### src/rtl/arbiter_rr.sv
// arbiter_rr: round-robin arbiter for one shared resource among REQ_SIZE
// requesters. It drives a registered one-hot grant, the matching binary
// select, a valid flag, and an optional force-release pulse.
//
// Build option: define ARB_TIMEOUT_EN to bound every grant to HOLD_MAX+1
// cycles. Without the macro, grants are unbounded and oTMO stays 0.
//
// A grant passes through GRANT -> PARK -> IDLE. The PARK cycle is a
// guaranteed dead cycle for bus turnaround. After each release, priority
// rotates past the last owner.

module arbiter_rr #(
  parameter int SEL_SIZE  = 3,
  parameter int REQ_SIZE  = 2**SEL_SIZE,
  parameter int HOLD_MAX  = 15,
  parameter int HOLD_SIZE = 4
) (
  input  logic                iCLK,
  input  logic                iRST,
  input  logic [REQ_SIZE-1:0] iREQ,
  input  logic                iEND,
  output logic [REQ_SIZE-1:0] oGNT,
  output logic [SEL_SIZE-1:0] oSEL,
  output logic                oVLD,
  output logic                oTMO
);

  typedef enum logic [1:0] {
    IDLE  = 2'd0,
    GRANT = 2'd1,
    PARK  = 2'd2
  } state_t;

  // Reject counter widths that cannot represent HOLD_MAX.
  if ((2**HOLD_SIZE) <= HOLD_MAX) begin : g_bad_hold
    $error("arbiter_rr: HOLD_SIZE too small for HOLD_MAX");
  end

  state_t              state_q;
  logic [REQ_SIZE-1:0] gnt_q;
  logic [SEL_SIZE-1:0] sel_q;
  logic                vld_q;
  logic [SEL_SIZE-1:0] ptr_q;

  logic                pick_found;
  logic [SEL_SIZE-1:0] pick_idx;
  logic [SEL_SIZE-1:0] cand;
  logic                rel_norm;
  logic                rel_any;

  // Find the first active request, starting at ptr_q and wrapping around.
  always_comb begin
    // NOTE: every combinational output gets a default first; this prevents latches.
    pick_found = 1'b0;
    pick_idx   = '0;
    cand       = '0;
    for (int i = 0; i < REQ_SIZE; i++) begin
      cand = SEL_SIZE'((int'(ptr_q) + i) % REQ_SIZE);
      if (!pick_found && iREQ[cand]) begin
        pick_found = 1'b1;
        pick_idx   = cand;
      end
    end
  end

  // A normal release happens when the owner signals done or withdraws its request.
  assign rel_norm = iEND | ~iREQ[sel_q];

`ifdef ARB_TIMEOUT_EN
  logic [HOLD_SIZE-1:0] hold_q;
  logic                 tmo_q;
  logic                 tmo_hit;

  assign tmo_hit = (hold_q == HOLD_SIZE'(HOLD_MAX));
  assign rel_any = rel_norm | tmo_hit;
  assign oTMO    = tmo_q;

  // Hold counter: clears when a grant starts and counts each GRANT cycle.
  // oTMO flags the PARK cycle that follows a forced release.
  always_ff @(posedge iCLK) begin
    if (iRST) begin
      hold_q <= '0;
      tmo_q  <= 1'b0;
    end else begin
      tmo_q <= 1'b0;
      if (state_q == IDLE) begin
        hold_q <= '0;
      end else if (state_q == GRANT) begin
        if (rel_any) begin
          // A normal release in the same cycle takes precedence, so no pulse.
          tmo_q <= ~rel_norm;
        end else begin
          hold_q <= hold_q + 1'b1;
        end
      end
    end
  end
`else
  assign rel_any = rel_norm;
  assign oTMO    = 1'b0;
`endif

  // Arbitration FSM with registered grant, select and valid outputs.
  always_ff @(posedge iCLK) begin
    // NOTE: sequential state uses non-blocking assignments only, so every
    // register samples values from before the edge.
    if (iRST) begin
      state_q <= IDLE;
      gnt_q   <= '0;
      sel_q   <= '0;
      vld_q   <= 1'b0;
      ptr_q   <= '0;
    end else begin
      case (state_q)
        IDLE: begin
          if (pick_found) begin
            gnt_q   <= REQ_SIZE'(1) << pick_idx;
            sel_q   <= pick_idx;
            vld_q   <= 1'b1;
            state_q <= GRANT;
          end else begin
            gnt_q <= '0;
            vld_q <= 1'b0;
          end
        end
        GRANT: begin
          if (rel_any) begin
            gnt_q   <= '0;
            vld_q   <= 1'b0;
            // REQ_SIZE is 2**SEL_SIZE, so the natural overflow wraps to 0.
            ptr_q   <= sel_q + 1'b1;
            state_q <= PARK;
          end
        end
        PARK: begin
          state_q <= IDLE;
        end
        default: begin
          state_q <= IDLE;
          gnt_q   <= '0;
          vld_q   <= 1'b0;
        end
      endcase
    end
  end

  assign oGNT = gnt_q;
  assign oSEL = sel_q;
  assign oVLD = vld_q;

endmodule

### config.mk
export PLATFORM = sky130hd
export DESIGN_NAME = arbiter_rr
export DESIGN_NICKNAME = d
export VERILOG_FILES = /design/src/rtl/arbiter_rr.sv
export SDC_FILE = /design/constraint.sdc
export NUM_CORES = 1
export LEC_CHECK = 0
export BUFFER_PORTS_ARGS = -buffer_cell sky130_fd_sc_hd__clkbuf_2
export CORE_ASPECT_RATIO = 0.75
export CORE_MARGIN = 10
export CORE_UTILIZATION = 58
export DETAILED_ROUTE_END_ITERATION = 6
export PLACE_DENSITY = 0.89
export SETUP_SLACK_MARGIN = 0.15
export SLEW_MARGIN = 10
export SYNTH_ARGS = -nofsm -noshare
export SYNTH_HDL_FRONTEND = slang
export SYNTH_SLANG_ARGS = --single-unit
### constraint.sdc
create_clock -name iCLK -period 4.2 [get_ports iCLK]
set_clock_uncertainty 0.2 [all_clocks]
set_input_delay 1.26 -clock iCLK [delete_from_list [all_inputs] [get_ports iCLK]]
set_output_delay 1.26 -clock iCLK [all_outputs]
set_load 0.1 [all_outputs]
---- Yosys cells after proc, flatten, opt, wreduce, memory -nomap -nowiden ----
Cells that the tools add are included.
word-level totals
  register bits after elaboration ......... 17
  output and inout bits ................... 13
operators by class
  $lt $le $gt $ge ......................... 9
  mux-type cells .......................... 43
  shifts and indexed selects .............. 1
  $add $sub $neg .......................... 8
  bitwise logic cells ..................... 3
  equal/unequal tests ..................... 4
  reduce and logical (&&, ||, !) cells .... 19
operators by type and width
  cell                   number
  $lt A3 B4 Y1 const B   9
  $bmux W1 S3            9
  $mux W3                8
  $pmux W8 S3            1
  $mux W1                19
  $mux W8                2
  $add A3 B3 Y3 const B  4
  $reduce_and A2 Y1      4
  $shl A1 B3 Y8 const A  1
  $logic_and A1 B1 Y1    7
  $logic_not A1 Y1       7
  $add A3 B1 Y3 const B  2
  $add A3 B2 Y3 const B  2
  $mux W2                2
  $ne A2 B2 Y1 const B   2
  $pmux W2 S2            1
  $pmux W1 S3            1
  $eq A2 B1 Y1 const B   1
  $eq A2 B2 Y1 const B   1
  $logic_not A2 Y1       1
  $not A1 Y1             2
  $or A1 B1 Y1           1

---- Depth between registers and ports, before layout ----
Gate-level depths: netlist of run 1.
  word-level depth ........................ 27
  gate-level depth with buffers ........... 12
  gate-level depth less buffers ........... 9

---- Least setup slack after synthesis of run 1 ----
No wires, ideal clock.
  path kind ............................... input to register
  from .................................... input port iREQ[3]
  to ...................................... register gnt_q[1] (netlist: oGNT[1])
  cell stages on the path ................. 6
  path buffers ............................ 0
  data arrival time ....................... 3.386 ns
  slack ................................... 0.495 ns
  setup time .............................. 0.119 ns
  data required time ...................... 3.881 ns
  path through ............................ mux4_2 mux2_4 or3_4 o41ai_4 nor3b_2 a32o_1
between the ends
  cells in the longest elaborated chain, start to end .. 27
  elaborated cells on any way between the ends .. 55
ends and longest elaborated chain
  item                           line  source
  from (decl)                    20    input logic [REQ_SIZE-1:0] iREQ,
  $bmux W1 S3                    59    if (!pick_found && iREQ[cand]) begin
  $mux W1 (not written as such)  59
  $mux W1                        59
  $logic_not A1 Y1               59
  $logic_and A1 B1 Y1            59
  $mux W1                        59
  $logic_not A1 Y1               59
  $logic_and A1 B1 Y1            59
  [11 not listed]                n/a
  $logic_and A1 B1 Y1            59
  $mux W1                        59
  $logic_not A1 Y1               59
  $logic_and A1 B1 Y1            59
  $mux W3                        59
  $shl A1 B3 Y8                  117   gnt_q <= REQ_SIZE'(1) << pick_idx;
  $mux W8                        116   if (pick_found) begin
  $pmux W8 S3                    114   case (state_q)
  to (signal assigned)           117
  to (decl)                      40    logic [REQ_SIZE-1:0] gnt_q;
Several ways; a longest one is shown, not always the timed one. The select of a mux whose other input is x is not followed.
A chain may end at the register's enable or synchronous reset.

---- Worst setup path after layout of run 1 ----
  from .................................... input port iREQ[2]
  to ...................................... register gnt_q[4] (netlist: oGNT[4])
Same word-level chain as after synthesis.

==> results of run 1 <==
synth_stat cells (2+ instances only):
| library cell | number |
|---|---|
| sky130_fd_sc_hd__nor4_1 | 2 |
| sky130_fd_sc_hd__mux2_4 | 2 |
| sky130_fd_sc_hd__xor2_1 | 2 |
| sky130_fd_sc_hd__a21oi_1 | 12 |
| sky130_fd_sc_hd__o221ai_1 | 2 |
| sky130_fd_sc_hd__inv_1 | 2 |
| sky130_fd_sc_hd__o211ai_1 | 3 |
| sky130_fd_sc_hd__nor2_1 | 12 |
| sky130_fd_sc_hd__buf_6 | 2 |
| sky130_fd_sc_hd__nor2b_1 | 2 |
| sky130_fd_sc_hd__o21ai_0 | 4 |
| sky130_fd_sc_hd__inv_2 | 2 |
| sky130_fd_sc_hd__nand3_1 | 5 |
| sky130_fd_sc_hd__mux2_1 | 2 |
| sky130_fd_sc_hd__dfxtp_1 | 17 |
| sky130_fd_sc_hd__a31oi_1 | 2 |
| sky130_fd_sc_hd__mux2i_1 | 17 |
| sky130_fd_sc_hd__clkbuf_1 | 3 |
| sky130_fd_sc_hd__nand2b_1 | 4 |
| sky130_fd_sc_hd__mux4_2 | 13 |
| sky130_fd_sc_hd__o22ai_1 | 2 |
| sky130_fd_sc_hd__a32o_1 | 8 |
| sky130_fd_sc_hd__nor3_1 | 4 |
| sky130_fd_sc_hd__and2_1 | 2 |
| sky130_fd_sc_hd__mux2_2 | 6 |
| sky130_fd_sc_hd__xnor2_1 | 3 |
| sky130_fd_sc_hd__ha_1 | 3 |
| sky130_fd_sc_hd__nand4_1 | 3 |
| sky130_fd_sc_hd__nand2_1 | 15 |
worst register-to-register path: cells and delay by family (launching register included):
kind                       cells  cell delay, ps
DFF                            1             390
and+or+nand+nor                2             670
adders and majority gates      1             490
buffers and inverters          1              50
muxes                          2             880
AOI/OAI and AO/OA              3             700
logic make-up after synthesis:
| kind of cell | synth area share |
|---|---|
| adders and majority gates | 0.0217 |
| xor gates and xnor gates | 0.0253 |
| muxes | 0.352 |
| AOI/OAI and AO/OA | 0.191 |
| other | 0.00217 |
| and+or+nand+nor | 0.173 |
| buffers and inverters | 0.0376 |
| DFF | 0.197 |
path summary, 6_finish.rpt:
check | start | endpoint | cells past startpoint
max | iREQ[2] | oGNT[4]$_SDFFE_PP0P_ | 8
max reg2reg | ptr_q[0]$_SDFFE_PP0P_ | oGNT[4]$_SDFFE_PP0P_ | 9
min reg2reg | oGNT[7]$_SDFFE_PP0P_ | oGNT[7]$_SDFFE_PP0P_ | 1
min | oGNT[7]$_SDFFE_PP0P_ | oGNT[7]$_SDFFE_PP0P_ | 1
where the power goes:
group          switching [mW]  internal (mW)
Clock                  0.0557         0.0667
Sequential             0.0265          0.188
Combinational           0.447          0.230
layer usage:
metal  track usage  vias to the layer above
met5             0                        -
met4        0.0169                        0
met3        0.0313                        4
met2         0.261                       95
met1         0.215                      756
li1              -                      752
cell type report:
cell class,count,area share
sequential,17,0.177
clock inverter,1,0.00390
multi-input combinational,147,0.688
clock buffer,3,0.0215
inverter,4,0.00781
timing repair buffer,27,0.0768
tap,38,0.0247
sequential cells by signal, indices dropped and copies added (netlist names):
| register | count |
|---|---|
| oGNT | 8 |
| ptr_q | 3 |
| oSEL | 3 |
| oVLD | 1 |
| state_q | 2 |
layout by cell type (no fill, tap or decap), types with 3 or more instances in the layout:
master and n:
sky130_fd_sc_hd__nand2_1 15, sky130_fd_sc_hd__a21oi_1 12, sky130_fd_sc_hd__nand2b_1 4, sky130_fd_sc_hd__xnor2_1 3
sky130_fd_sc_hd__clkbuf_2 22, sky130_fd_sc_hd__ha_1 3, sky130_fd_sc_hd__nand3_1 5, sky130_fd_sc_hd__nor3_1 4
sky130_fd_sc_hd__nor2_1 12, sky130_fd_sc_hd__mux4_2 13, sky130_fd_sc_hd__buf_4 5, sky130_fd_sc_hd__nand4_1 3
sky130_fd_sc_hd__o21ai_0 4, sky130_fd_sc_hd__dfxtp_1 17, sky130_fd_sc_hd__clkbuf_8 3, sky130_fd_sc_hd__a32o_1 8
sky130_fd_sc_hd__mux2_2 6, sky130_fd_sc_hd__o211ai_1 3, sky130_fd_sc_hd__mux2i_1 17
through the flow:
| stage | hold WS [ps] | util | worst slack [ps] | cells | power (mW) |
|---|---|---|---|---|---|
| 3_5_place_dp | 255 | 0.648 | 163 | 233 | 0.882 |
| 4_1_cts | 271 | 0.665 | 419 | 237 | 1.00 |
| 5_1_grt | 292 | 0.665 | 245 | 237 | 1.07 |
| 6_report | 265 | 0.665 | 368 | 237 | 1.01 |
| 3_3_place_gp | 252 | 0.648 | 213 | 233 | 0.872 |
| 2_1_floorplan | 373 | - | 495 | 176 | 0.755 |
==> impl_metrics.ini, run 1 <==
[run_status]
status = completed

[grt]
grt_util_overall = 0.158
grt_antenna_before_repair = 0
grt_pass1_wl_um = 7460
grt_max_degree = 20
globalRoute.totalOverflow = 0
first_global_vias = 1499

[setup_path]
reg2reg_slack_ps = 740
crit_path_max_fanout = 7
timing_worst_setup_path_type = primary input to flip-flop
worstPathArrival_ps = 3820
crit_path_start_kind = primary input
cp.buffers_inverters = 1
critPathMaxStageDelay_ps = 660
critPathRequiredTime_ps = 4180
critPathCaptureType = flip-flop
cpLargestDelayFamily = multiplexers
crit_path_top_delay_cell = sky130_fd_sc_hd__mux4_1
path_cells = clkbuf_2, mux4_1, mux2_2, nor4_4, o311ai_1, o221ai_1, and2_1, a32o_1

[floorplanning]
core-area_um2 = 2890
ios = 24
num_rows = 17
die_w_um = 83.1
dieArea_um2 = 5590
die_height_um = 67.3
start_util = 0.598

[routing]
antenna_nets_post_route = 0
initial_drc_count = 217
routedLengthMet1_um = 1990
met2WireLength_um = 1980
post_drt_via_cell_ratio = 6.78
wirelength_um = 4440
first_pass_iteration_count_of_the_detailed_router = 4
dr_total_vias = 1607
wl_per_cell_um = 18.7
dr.max_layer_used = met4
met3RoutedLength_um = 449
route.detailed.drc = 0

[layout]
multi_input_area_um2 = 1320
fin_nets = 214
antenna-diode-count = 0
area_growth_syn_to_layout_pct = 11.2
seq_area_um2 = 340
final_layout_size_suffix_gt1_frac = 0.307
filler_cell_count = 233
finalInstanceArea_um2 = 1920

[synth]
avg_synthesized_cell_area_um2 = 9.82
yosys_most_used_dff = sky130_fd_sc_hd__dfxtp_1
yosysWarningCount = 0
syn-cell-area_um2 = 1730
net_count_after_synthesis = 190
cell_type_with_the_largest_total_area_after_synthesis = sky130_fd_sc_hd__dfxtp_1
yosys_register_bits = 17
post_synth_inst_count = 176
synth_top_area_share = 0.197
synth.area.top_cells = sky130_fd_sc_hd__dfxtp_1, sky130_fd_sc_hd__mux4_2, sky130_fd_sc_hd__mux2i_1, sky130_fd_sc_hd__a32o_1, sky130_fd_sc_hd__mux2_2
post_synth_num_cell_types = 49
count_of_flip_flops_with_a_built_in_enable_after_synthesis = 0
ys_seq_area_frac = 0.197
async_flop_share = 0

[clocking]
clk_transition_reported_paths_ps = 70
clk_latency_ps = 250
clock_tree.buffer_depth = 2
post_cts_hold_fix_bufs = 0
tritoncts = done
cts-resized-gates = 0
post_cts.repair.setup_buffers = 0
tritoncts.num_buffers = 3
clock-root-buffer = sky130_fd_sc_hd__clkbuf_8
cts_sinks = 17
htree_num_levels = 1

[sta]
max_slew_margin = 0.546
timing.final.hold_violations = 0
final_setup_violation_count = 0
grt_setup_unrepaired = no
finalMaxSlewViolations = 0
time_the_final_worst_path_needs_with_i_o_delays_and_setup_ps = 3830
tightest_slew_ps = 679
max_freq_mhz = 261
min_period_over_period = 0.912
timing.setup.tns_ps = 0

[hold_path]
min-delay-path-class = flip-flop to flip-flop

[place]
port-buffer-count = 22
place_area_um2 = 1870
place_hpwl_um = 3470
gp_congestion = 1.00

[power]
power.static_leakage_nw = 0.716
power.density_cell_area_nw_per_um2 = 527
vdd.ir_drop.worst_mv = 0.388

[job]
drv.max_cap_violation_count = 0
Power figures use the tool's default switching activity.
==> inputs of run 2 (changes only) <==
==> constraint.sdc (replaced) <==
create_clock -name iCLK -period 4.2 [get_ports iCLK]
set_clock_uncertainty 0.2 [all_clocks]
set_input_delay 0.84 -clock iCLK [delete_from_list [all_inputs] [get_ports iCLK]]
set_output_delay 0.84 -clock iCLK [all_outputs]
set_load 0.1 [all_outputs]
==> run 2 against run 1 <==
Net effect:
- die area stayed put
- first-iteration DRC count grew 11%
- final cell count is 0.42% lower
- worst setup slack better by 78 ps
- clock-buffer cell count unchanged
- via count up 0.87%
- maximum frequency up 2.1%
- register-to-register slack got worse by 290 ps
==> impl_metrics.ini, run 2 (synthesis gave the netlist of run 1 again) <==
[run_status]
status = completed

[routing]
post_drt_via_cell_ratio = 6.87
antenna_nets_post_route = 0
routedLengthMet1_um = 1910
wirelength_um = 4420
wl_per_cell_um = 18.7
met2WireLength_um = 2030
route.detailed.drc = 0
dr.max_layer_used = met3
initial_drc_count = 241
first_pass_iteration_count_of_the_detailed_router = 5
met3RoutedLength_um = 479
dr_total_vias = 1621

[grt]
grt_antenna_before_repair = 0
grt_pass1_wl_um = 7670
grt_max_degree = 16
first_global_vias = 1526
globalRoute.totalOverflow = 0
grt_util_overall = 0.162

[floorplanning]
die_w_um = 83.1
ios = 24
core-area_um2 = 2890
start_util = 0.598
num_rows = 17
dieArea_um2 = 5590
die_height_um = 67.3

[sta]
time_the_final_worst_path_needs_with_i_o_delays_and_setup_ps = 3750
timing.final.hold_violations = 0
max_freq_mhz = 266
whs_ps = 267
max_slew_margin = 0.539
tightest_slew_ps = 690
final_setup_violation_count = 0
layout_setup_ws_ps = 446
timing.setup.tns_ps = 0
finalMaxSlewViolations = 0
min_period_over_period = 0.894
grt_setup_unrepaired = no

[clocking]
cts-resized-gates = 0
post_cts_hold_fix_bufs = 0
cts_sinks = 17
tritoncts.num_buffers = 3
clock_tree.buffer_depth = 2
clk_transition_reported_paths_ps = 70
clk_latency_ps = 250
post_cts.repair.setup_buffers = 0
tritoncts = done
htree_num_levels = 1
clock-root-buffer = sky130_fd_sc_hd__clkbuf_8

[setup_path]
timing_worst_setup_path_type = flip-flop to flip-flop
crit_path_start_kind = flip-flop
critPathCaptureType = flip-flop
worstPathArrival_ps = 3750
critPathRequiredTime_ps = 4190
crit_path_max_fanout = 9
reg2reg_slack_ps = 450

[layout]
fin_nets = 213
final_layout_size_suffix_gt1_frac = 0.303
filler_cell_count = 235
antenna-diode-count = 0
layout_commonest_cell = sky130_fd_sc_hd__clkbuf_2
largest_reg_flops = 8
layout.cells.most_common_list = sky130_fd_sc_hd__clkbuf_2, sky130_fd_sc_hd__mux2i_1, sky130_fd_sc_hd__dfxtp_1
area_growth_syn_to_layout_pct = 10.6

[hold_path]
min-delay-path-class = flip-flop to flip-flop

[place]
place_hpwl_um = 3480
dpl_worst_slack_ps = 526
port-buffer-count = 22
gp_congestion = 1.01

[power]
power.static_leakage_nw = 0.715
power.density_cell_area_nw_per_um2 = 528
power.total_mw = 1.01
vdd.ir_drop.worst_mv = 0.435

[job]
drv.max_cap_violation_count = 0
-- run 2: per-stage QoR --
stage,util,instances,cell area [um^2]
6_report,0.661,236,1910
5_1_grt,0.661,236,1910
4_1_cts,0.661,236,1910
3_5_place_dp,0.645,232,1870
3_3_place_gp,0.645,232,1870
2_1_floorplan,-,176,1730
-- run 2: final timing paths --
kind	start	end	depth (start not counted)
setup / recovery	ptr_q[1]$_SDFFE_PP0P_	oGNT[5]$_SDFFE_PP0P_	9
hold / removal	oGNT[1]$_SDFFE_PP0P_	oGNT[1]$_SDFFE_PP0P_	1
setup reg to reg	ptr_q[1]$_SDFFE_PP0P_	oGNT[5]$_SDFFE_PP0P_	9
hold reg to reg	oGNT[1]$_SDFFE_PP0P_	oGNT[1]$_SDFFE_PP0P_	1
-- run 2: cell type report --
type | instances | area [um^2] | area share
multi-input cells | 147 | 1320 | 0.692
flip-flops and latches | 17 | 340 | 0.178
well taps | 38 | 47.5 | 0.0249
inverters | 4 | 15.0 | 0.00785
repair buffers | 26 | 140 | 0.0733
clock buffers | 3 | 41.3 | 0.0216
clock inverters | 1 | 5.00 | 0.00262
-- run 2: metal layers --
metal  GRT usage  vias to the layer above
met1       0.217                      770
met3      0.0481                        0
met5           0                        -
met2       0.263                      100
met4      0.0127                        0
li1            -                      751
-- run 2: where the power goes --
part	switching (mW)	total [mW]	leakage, nW	internal [mW]
clock network	0.0560	0.122	0.0255	0.0659
logic	0.440	0.667	0.551	0.227
registers	0.0327	0.220	0.139	0.188
-- run 2: critical path, cell delays in order (launching register included) --
cell                      delay, ps
sky130_fd_sc_hd__dfxtp_1        530
sky130_fd_sc_hd__inv_1          140
sky130_fd_sc_hd__ha_1           500
sky130_fd_sc_hd__mux4_1         480
sky130_fd_sc_hd__mux2_2         390
sky130_fd_sc_hd__nor4_4         410
sky130_fd_sc_hd__nand3_1        200
sky130_fd_sc_hd__a32oi_2        310
sky130_fd_sc_hd__nor3b_2        330
sky130_fd_sc_hd__a32o_1         210
